==> src/rtl/gnr_pkg.sv <==
// Shared types and defaults for the GNR attractor sequencer.
// Holds the FSM state encoding and the default counter sizing.
package gnr_pkg;

    localparam int GNR_N_NODES   = 8;
    localparam int GNR_CNT_W     = 16;
    localparam int GNR_MAX_STEPS = 65535;

    typedef enum logic [2:0] {
        ST_IDLE  = 3'd0,
        ST_LOAD  = 3'd1,
        ST_STEP1 = 3'd2,
        ST_EVAL1 = 3'd3,
        ST_STEP2 = 3'd4,
        ST_EVAL2 = 3'd5,
        ST_DONE  = 3'd6
    } gnr_state_e;

endpackage

==> src/rtl/gnr_attractor_ctrl_if.sv <==
// Host-side run/result signals and node-array strobes/state vectors of the sequencer.
// master = sequencer, slave = host plus node array.
interface gnr_attractor_ctrl_if #(
    parameter int N_NODES = 8,
    parameter int CNT_W   = 16
);
    logic               start;
    logic [N_NODES-1:0] init_vec;
    logic [N_NODES-1:0] s0_vec;
    logic [N_NODES-1:0] s1_vec;
    logic               reset_nos;
    logic [N_NODES-1:0] init_state;
    logic               start_s0;
    logic               start_s1;
    logic               busy;
    logic               done;
    logic               found;
    logic               timeout;
    logic [CNT_W-1:0]   steps;
    logic [CNT_W-1:0]   period;
    logic [N_NODES-1:0] attr_state;

    modport master (
        input  start, init_vec, s0_vec, s1_vec,
        output reset_nos, init_state, start_s0, start_s1,
        output busy, done, found, timeout, steps, period, attr_state
    );

    modport slave (
        output start, init_vec, s0_vec, s1_vec,
        input  reset_nos, init_state, start_s0, start_s1,
        input  busy, done, found, timeout, steps, period, attr_state
    );
endinterface

==> src/rtl/gnr_attractor_ctrl.sv <==
// Floyd cycle-detection sequencer for a dual-copy GNR node array; a fixed point reports done 7 cycles after start.
// No backpressure: start is a level request sampled only in IDLE, results hold until the next accepted start.
module gnr_attractor_ctrl
    import gnr_pkg::*;
#(
    parameter int N_NODES   = GNR_N_NODES,
    parameter int CNT_W     = GNR_CNT_W,
    parameter int MAX_STEPS = GNR_MAX_STEPS
) (
    input  logic                 clk,
    input  logic                 rst,
    gnr_attractor_ctrl_if.master bus
);

    localparam logic [CNT_W-1:0] MAX_CNT = CNT_W'(MAX_STEPS);

    gnr_state_e         state_q, state_d;
    logic [N_NODES-1:0] vec_q, vec_d;
    logic [N_NODES-1:0] attr_q, attr_d;
    logic [CNT_W-1:0]   steps_q, steps_d;
    logic [CNT_W-1:0]   period_q, period_d;
    logic               found_q, found_d;
    logic               timeout_q, timeout_d;
    logic               vec_eq;

    assign vec_eq = (bus.s0_vec == bus.s1_vec);

    always_ff @(posedge clk or negedge rst) begin
        if (!rst) begin
            state_q   <= ST_IDLE;
            vec_q     <= '0;
            attr_q    <= '0;
            steps_q   <= '0;
            period_q  <= '0;
            found_q   <= 1'b0;
            timeout_q <= 1'b0;
        end else begin
            state_q   <= state_d;
            vec_q     <= vec_d;
            attr_q    <= attr_d;
            steps_q   <= steps_d;
            period_q  <= period_d;
            found_q   <= found_d;
            timeout_q <= timeout_d;
        end
    end

    always_comb begin
        state_d   = state_q;
        vec_d     = vec_q;
        attr_d    = attr_q;
        steps_d   = steps_q;
        period_d  = period_q;
        found_d   = found_q;
        timeout_d = timeout_q;
        case (state_q)
            ST_IDLE: begin
                if (bus.start) begin
                    vec_d     = bus.init_vec;
                    attr_d    = '0;
                    steps_d   = '0;
                    period_d  = '0;
                    found_d   = 1'b0;
                    timeout_d = 1'b0;
                    state_d   = ST_LOAD;
                end
            end
            ST_LOAD: state_d = ST_STEP1;
            ST_STEP1: begin
                steps_d = steps_q + CNT_W'(1);
                state_d = ST_EVAL1;
            end
            ST_EVAL1: begin
                // Tortoise only lands on a whole step after an even pulse count.
                if (!steps_q[0] && vec_eq) begin
                    attr_d   = bus.s0_vec;
                    period_d = '0;
                    state_d  = ST_STEP2;
                end else if (steps_q == MAX_CNT) begin
                    timeout_d = 1'b1;
                    state_d   = ST_DONE;
                end else begin
                    state_d = ST_STEP1;
                end
            end
            ST_STEP2: begin
                period_d = period_q + CNT_W'(1);
                state_d  = ST_EVAL2;
            end
            ST_EVAL2: begin
                if (vec_eq) begin
                    found_d = 1'b1;
                    state_d = ST_DONE;
                end else if (period_q == MAX_CNT) begin
                    timeout_d = 1'b1;
                    period_d  = '0;
                    state_d   = ST_DONE;
                end else begin
                    state_d = ST_STEP2;
                end
            end
            ST_DONE: state_d = ST_IDLE;
            default: state_d = ST_IDLE;
        endcase
    end

    // Strobes are pure decodes of the state register so the node array sees clean Moore pulses.
    assign bus.reset_nos  = (state_q == ST_LOAD);
    assign bus.init_state = (state_q == ST_LOAD) ? vec_q : '0;
    assign bus.start_s0   = (state_q == ST_STEP1);
    assign bus.start_s1   = (state_q == ST_STEP1) || (state_q == ST_STEP2);
    assign bus.busy       = (state_q != ST_IDLE) && (state_q != ST_DONE);
    assign bus.done       = (state_q == ST_DONE);
    assign bus.found      = found_q;
    assign bus.timeout    = timeout_q;
    assign bus.steps      = steps_q;
    assign bus.period     = period_q;
    assign bus.attr_state = attr_q;

endmodule

==> src/flat_wrapper.sv <==
// flat-port wrapper written by rule: the top's interface ports become plain ports
module gnr_attractor_ctrl_flat import gnr_pkg::*;
#(
    parameter int N_NODES   = GNR_N_NODES,
    parameter int CNT_W     = GNR_CNT_W,
    parameter int MAX_STEPS = GNR_MAX_STEPS
)
  (clk, rst, bus_start, bus_init_vec, bus_s0_vec, bus_s1_vec, bus_reset_nos, bus_init_state, bus_start_s0, bus_start_s1, bus_busy, bus_done, bus_found, bus_timeout, bus_steps, bus_period, bus_attr_state);
  gnr_attractor_ctrl_if #(.N_NODES(N_NODES), .CNT_W(CNT_W)) bus_i ();
  input  logic clk;
  input  logic rst;
  input wire logic [$bits(bus_i.start)-1:0] bus_start;
  input wire logic [$bits(bus_i.init_vec)-1:0] bus_init_vec;
  input wire logic [$bits(bus_i.s0_vec)-1:0] bus_s0_vec;
  input wire logic [$bits(bus_i.s1_vec)-1:0] bus_s1_vec;
  output wire logic [$bits(bus_i.reset_nos)-1:0] bus_reset_nos;
  output wire logic [$bits(bus_i.init_state)-1:0] bus_init_state;
  output wire logic [$bits(bus_i.start_s0)-1:0] bus_start_s0;
  output wire logic [$bits(bus_i.start_s1)-1:0] bus_start_s1;
  output wire logic [$bits(bus_i.busy)-1:0] bus_busy;
  output wire logic [$bits(bus_i.done)-1:0] bus_done;
  output wire logic [$bits(bus_i.found)-1:0] bus_found;
  output wire logic [$bits(bus_i.timeout)-1:0] bus_timeout;
  output wire logic [$bits(bus_i.steps)-1:0] bus_steps;
  output wire logic [$bits(bus_i.period)-1:0] bus_period;
  output wire logic [$bits(bus_i.attr_state)-1:0] bus_attr_state;
  assign bus_i.start = bus_start;
  assign bus_i.init_vec = bus_init_vec;
  assign bus_i.s0_vec = bus_s0_vec;
  assign bus_i.s1_vec = bus_s1_vec;
  assign bus_reset_nos = bus_i.reset_nos;
  assign bus_init_state = bus_i.init_state;
  assign bus_start_s0 = bus_i.start_s0;
  assign bus_start_s1 = bus_i.start_s1;
  assign bus_busy = bus_i.busy;
  assign bus_done = bus_i.done;
  assign bus_found = bus_i.found;
  assign bus_timeout = bus_i.timeout;
  assign bus_steps = bus_i.steps;
  assign bus_period = bus_i.period;
  assign bus_attr_state = bus_i.attr_state;
  gnr_attractor_ctrl #(.N_NODES(N_NODES), .CNT_W(CNT_W), .MAX_STEPS(MAX_STEPS)) u_core (.clk(clk), .rst(rst), .bus(bus_i));
endmodule
==> config.mk <==
export PLATFORM = sky130hd
export DESIGN_NAME = gnr_attractor_ctrl_flat
export DESIGN_NICKNAME = d
export VERILOG_FILES = /design/src/rtl/gnr_pkg.sv /design/src/rtl/gnr_attractor_ctrl_if.sv /design/src/rtl/gnr_attractor_ctrl.sv /design/src/flat_wrapper.sv
export SDC_FILE = /design/constraint.sdc
export NUM_CORES = 1
export LEC_CHECK = 0
export CORE_UTILIZATION = 48
export CTS_CLUSTER_DIAMETER = 40
export DETAILED_ROUTE_END_ITERATION = 16
export GPL_TIMING_DRIVEN = 0
export PLACE_DENSITY = 0.9
export SYNTH_ARGS = -nofsm -noshare
export SYNTH_HDL_FRONTEND = slang
export SYNTH_SLANG_ARGS = --single-unit
==> constraint.sdc <==
create_clock -name clk -period 2.4 [get_ports clk]
set_input_delay 0.24 -clock clk [delete_from_list [all_inputs] [get_ports clk]]
set_output_delay 0.24 -clock clk [all_outputs]
set_load 0.05 [all_outputs]
# Word-level counts from Yosys, hierarchy flattened
# Index checks and enable logic that the tools add are counted.
[classes]
add_sub_neg = 2
eq_ne = 17
muxes = 24
n_reduce_logical = 17
[ops]
columns = ["operator", "n"]
rows = [
  ["$mux W16", 4],
  ["$pmux W16 S4", 1],
  ["$add A16 B1 Y16 const B", 2],
  ["$eq A16 B16 Y1 const B", 2],
  ["$pmux W16 S2", 1],
  ["$mux W8", 3],
  ["$pmux W3 S6", 1],
  ["$pmux W8 S2", 1],
  ["$mux W3", 4],
  ["$eq A3 B3 Y1 const B", 3],
  ["$eq A8 B8 Y1", 1],
  ["$ne A2 B1 Y1 const B", 4],
  ["$eq A3 B2 Y1 const B", 2],
  ["$mux W1", 6],
  ["$ne A2 B2 Y1 const B", 3],
  ["$reduce_and A3 Y1", 2],
  ["$reduce_and A6 Y1", 1],
  ["$reduce_bool A2 Y1", 3],
  ["$reduce_bool A3 Y1", 2],
  ["$reduce_and A5 Y1", 1],
  ["$reduce_and A2 Y1", 2],
  ["$reduce_bool A4 Y1", 1],
  ["$eq A3 B1 Y1 const B", 1],
  ["$logic_not A3 Y1", 1],
  ["other kinds (7)", 8],
]
[word_totals]
ff_bits = 53
input_bits = 27
output_inout_bits = 55
word_cells = 67

# Longest topological paths before layout
[depth]
depth_word = 4
ltp_mapped = 7
ltp_nobuf = 6

# Least setup slack after synthesis
# No wires, ideal clock.
[synth_path]
kind = "register to register"
from = "register u_core.period_q[0], in the netlist u_core.bus.period[0]"
to = "register u_core.period_q[12], in the netlist u_core.bus.period[12]"
arrival_ns = 2.059
required_time_ns = 2.313
path_slack_ns = 0.255
path_stages_with_launch = 7
cell_sequence = "dfrtp_1 ha_1 nand3_1 nor3_1 nand3_1 or3_1 o211ai_1"
[synth_via]
elab_chain_len = 3
[synth_lines]
columns = ["element", "line_no", "rtl"]
rows = [
  ["from (decl)", "gnr_attractor_ctrl.sv:21", "logic [CNT_W-1:0] period_q, period_d;"],
  ["from (signal assigned)", "gnr_attractor_ctrl.sv:42", "period_q <= period_d;"],
  ["branches (longest 3 deep; another with $add A16 B1 Y16)", "n/a", ""],
]
# Several ways; the timed one is not identified.
# A chain may end at the register's enable or synchronous reset.

# Worst setup path after layout
[layout_path]
from = "register u_core.state_q[1]"
to = "output port bus_init_state[0]"
[layout_via]
elab_chain_len = 2
[layout_lines]
columns = ["element", "line_no", "rtl"]
rows = [
  ["from (decl)", "gnr_attractor_ctrl.sv:17", "gnr_state_e state_q, state_d;"],
  ["from (signal assigned)", "gnr_attractor_ctrl.sv:38", "state_q <= state_d;"],
  ["$eq A3 B1 Y1", "gnr_attractor_ctrl.sv:109", "assign bus.init_state = (state_q == ST_LOAD) ? vec_q : '0;"],
  ["$mux W8", "gnr_attractor_ctrl.sv:109", ""],
  ["to (decl)", "flat_wrapper.sv:17", "output wire logic [$bits(bus_i.init_state)-1:0] bus_init_state;"],
]
# Every way passes these cells.

==> flow_metrics.env <==
export IMPL_cp_arrival_ns=2.04
export IMPL_via_count=2827
export IMPL_place_congestion=0.826
export IMPL_die_w_um=79.1
export IMPL_holdWs_ns=0.438
export IMPL_io_pins=82
export IMPL_drive_gt1_share_pct=7.09
export IMPL_cts_max_path_buffers=2
export IMPL_start_util_pct=50.8
export IMPL_vdd_drop_max_mv=0.558
export IMPL_grt_setup_unrepaired="true"
export IMPL_post_dp_hpwl_mm=5.42
export IMPL_antenna_found_initial=0
export IMPL_cp_end_kind="primary output"
export IMPL_cap_violations=0
export IMPL_powerDensity_mw_per_mm2=881
export IMPL_area_growth_pct=34.6
export IMPL_groute_usage_overall_pct=24.9
export IMPL_min_period_over_period_pct=94.9
export IMPL_cp_endpoint="bus_init_state[0]"
export IMPL_fmax_mhz=439
export IMPL_core_area_sq_mm=0.00561
export IMPL_p_leak_nw=1.78
export IMPL_dieArea_sq_mm=0.00625
export IMPL_ant_nets=0
export IMPL_setup_viol=0
export IMPL_fillers=481
export IMPL_postSynth_asyncResetShare_pct=100
export IMPL_synth_cells=332
export IMPL_cts_sinks=53
export IMPL_cts_buffers=5
export IMPL_max_stage_delay_ns=0.49
export IMPL_crit_slowest_cell="clkdlybuf4s15_1"
export IMPL_worst_pin_slew_ns=0.765
export IMPL_synth_edff_count=0
export IMPL_clkTransAtPathRegs_ns=0.09
export IMPL_ys_warn_count=0
export IMPL_grt_pass1_vias=2780
export IMPL_min_path_type="in2async"
export IMPL_worstSetupStartpointType="flip-flop"
export IMPL_synth_area_sq_mm=0.00285
export IMPL_syn_avg_cell_area_sq_um=8.59
export IMPL_grt_pass1_wl_mm=12.2
export IMPL_slew_headroom_pct=48.5
export IMPL_status="completed"
export IMPL_wl_per_cell_um=14.8
export IMPL_reg2reg_slack_ns=0.23
export IMPL_grt_overflow_total=0
export IMPL_vias_per_cell=5.71
export IMPL_finalHoldViolCount=0
export IMPL_clk_latency_ns=0.31
export IMPL_min_period_ns=2.28
export IMPL_netlist_cell_type_count=47
export IMPL_clockRootBuffer="clkbuf_8"
export IMPL_r2r_start="u_core.bus.period[0]"
export IMPL_ys_ff_latch=53
export IMPL_remaining_drc_errors=0
export IMPL_drt_iter0_markers=188
export IMPL_crit_chain="buf_2, nor2_1, clkbuf_1, and3_1, clkdlybuf4s15_1"
export IMPL_ys_flop_type="dfrtp_1"
export IMPL_cts_setup_buffers=0
export IMPL_rr_worst_depth=6
export IMPL_ys_seq_area_share_pct=46.5
export IMPL_cts_htree_levels=2
export IMPL_p_total_w=0.00338
export IMPL_postSynthNetCount=361
export IMPL_die_y_um=79.1
export IMPL_startpoint="u_core.state_q[1]"
export IMPL_r2r_end="u_core.bus.period[12]"
export IMPL_crit_fanout=10
export IMPL_cts_tree="built"
export IMPL_num_antenna_cells=0
export IMPL_row_count=27
export IMPL_grt_max_degree=33
export IMPL_slew_violations=0
export IMPL_critical_path_required_ns=2.16
export IMPL_finClkSkew_ns=0.00775
export IMPL_port_buffers=81
export IMPL_routed_wl_mm=7.30
export IMPL_crit_type="reg2out"
export IMPL_layout_nets=451
export IMPL_drt_pass1_iter_count=5
-- synthesized netlist by cell type, drive strengths merged, types with 6 or more instances --
master / count / area, sq um
nor2: 24 / 90.1
clkbuf: 10 / 37.5
nor3: 9 / 50.1
xnor2: 9 / 78.8
inv: 23 / 86.3
mux2i: 7 / 70.1
nand2: 50 / 188
nand3: 21 / 105
a21oi: 7 / 35.0
nand4: 12 / 81.3
o21ai: 38 / 190
buf: 6 / 40.0
dfrtp: 53 / 1330
and3: 14 / 87.6
a31oi: 6 / 37.5
-- report_power, final --
part           switching [W]  internal, W  total [W]
clock               0.000293     0.000203   0.000496
sequential          0.000204      0.00105    0.00125
combinational        0.00108     0.000553    0.00163
total                0.00158      0.00180    0.00338
-- how the worst min path moves through the flow --
stage                          from                       end  slack [ns]  depth (start not counted)
floorplan                       rst  u_core.bus.attr_state[0]       -0.06                          0
CTS                 bus_init_vec[0]           u_core.vec_q[0]        0.46                          3
global route        bus_init_vec[4]           u_core.vec_q[4]        0.46                          3
detailed placement              rst      u_core.bus.period[8]        0.26                          1
finish                          rst      u_core.bus.period[9]        0.44                          2
global placement    u_core.vec_q[1]           u_core.vec_q[1]        0.45                          2
-- registers in the layout, summed over array words and instances (netlist names) --
signal / cells
u_core.bus.steps: 16
u_core.bus.period: 16
u_core.bus.found: 1
u_core.vec_q: 8
u_core.state_q: 3
u_core.bus.attr_state: 8
u_core.bus.timeout: 1
-- cell usage in the layout (no fill, tap or decap), types with 2 or more instances in the layout --
cell and count:
a211oi_1 2, a21oi_1 7, a22o_1 2, a31oi_1 6
a41oi_1 2, and2_1 4, and3_1 14, buf_2 3
buf_4 2, clkbuf_1 10, clkbuf_2 7, clkbuf_8 5
clkdlybuf4s15_1 2, clkdlybuf4s50_1 68, clkinv_2 2, dfrtp_1 53
dlygate4sd2_1 2, ha_1 2, inv_1 23, mux2i_1 7
nand2_1 49, nand3_1 21, nand4_1 11, nor2_1 24
nor3_1 8, o211ai_1 4, o21ai_0 38, o21bai_1 3
or3_1 4, xnor2_1 9
-- cells by family (layout without fill, tap and decap cells) --
family	count (synthesis)	in the layout	synth area share (%)
simple gates	148	148	26.2
compound gates	72	72	15.1
flops	53	53	46.5
buf+inv	40	131	5.88
xor+xnor	10	10	3.07
mux	7	7	2.46
fa+ha+maj	2	2	0.877
-- what timing repair did --
action | in CTS | in global routing
gates resized for setup | 14 | 18
setup endpoints to repair | 11 | 10
hold endpoints to repair | 21 | 0
gates cloned | 0 | 0
pin swaps | 0 | 0
hold buffers | 1 | 0
-- per-stage QoR --
| stage | util (%) | area [sq um] | cells | setup slack [ns] | TNS, ns |
|---|---|---|---|---|---|
| 2_1_floorplan | - | 2850 | 332 | 0.255 | 0 |
| 3_3_place_gp | 66.9 | 3750 | 485 | -0.507 | -26.82 |
| 3_5_place_dp | 67.2 | 3770 | 486 | -0.171 | -0.171 |
| 4_1_cts | 68.7 | 3850 | 495 | 0.00474 | 0 |
| 5_1_grt | 68.4 | 3840 | 495 | -0.00188 | -0.00207 |
| 6_report | 68.4 | 3840 | 495 | 0.122 | 0 |
-- metal layers --
| layer | wire (um) | global-route usage [%] | part of all wire [%] | up-vias |
|---|---|---|---|---|
| li1 | - | - | - | 1343 |
| met1 | 3040 | 30.1 | 42 | 1349 |
| met2 | 3640 | 42.0 | 50 | 124 |
| met3 | 505 | 6.78 | 6.9 | 11 |
| met4 | 112 | 9.82 | 1.5 | 0 |
| met5 | 0 | 0 | 0 | - |
-- final cells by class --
cell class                 count  area (sq um)  share of cell area (%)
buffer                        16          78.8                    2.05
clock buffer                   6          72.6                    1.89
clock inverter                 2          10.0                   0.261
inverter                      24          90.1                    2.35
multi-input combinational    239          1360                    35.5
sequential                    53          1330                    34.6
tap                           72          90.1                    2.35
timing repair buffer          83           807                    21.0
-- critical path, delay by kind of cell (launching register included) --
family,cells,cell delay (ns)
buffers and inverters,3,1.00
flip-flops,1,0.39
AND/OR/NAND/NOR,2,0.33
Power figures use the tool's default switching activity.
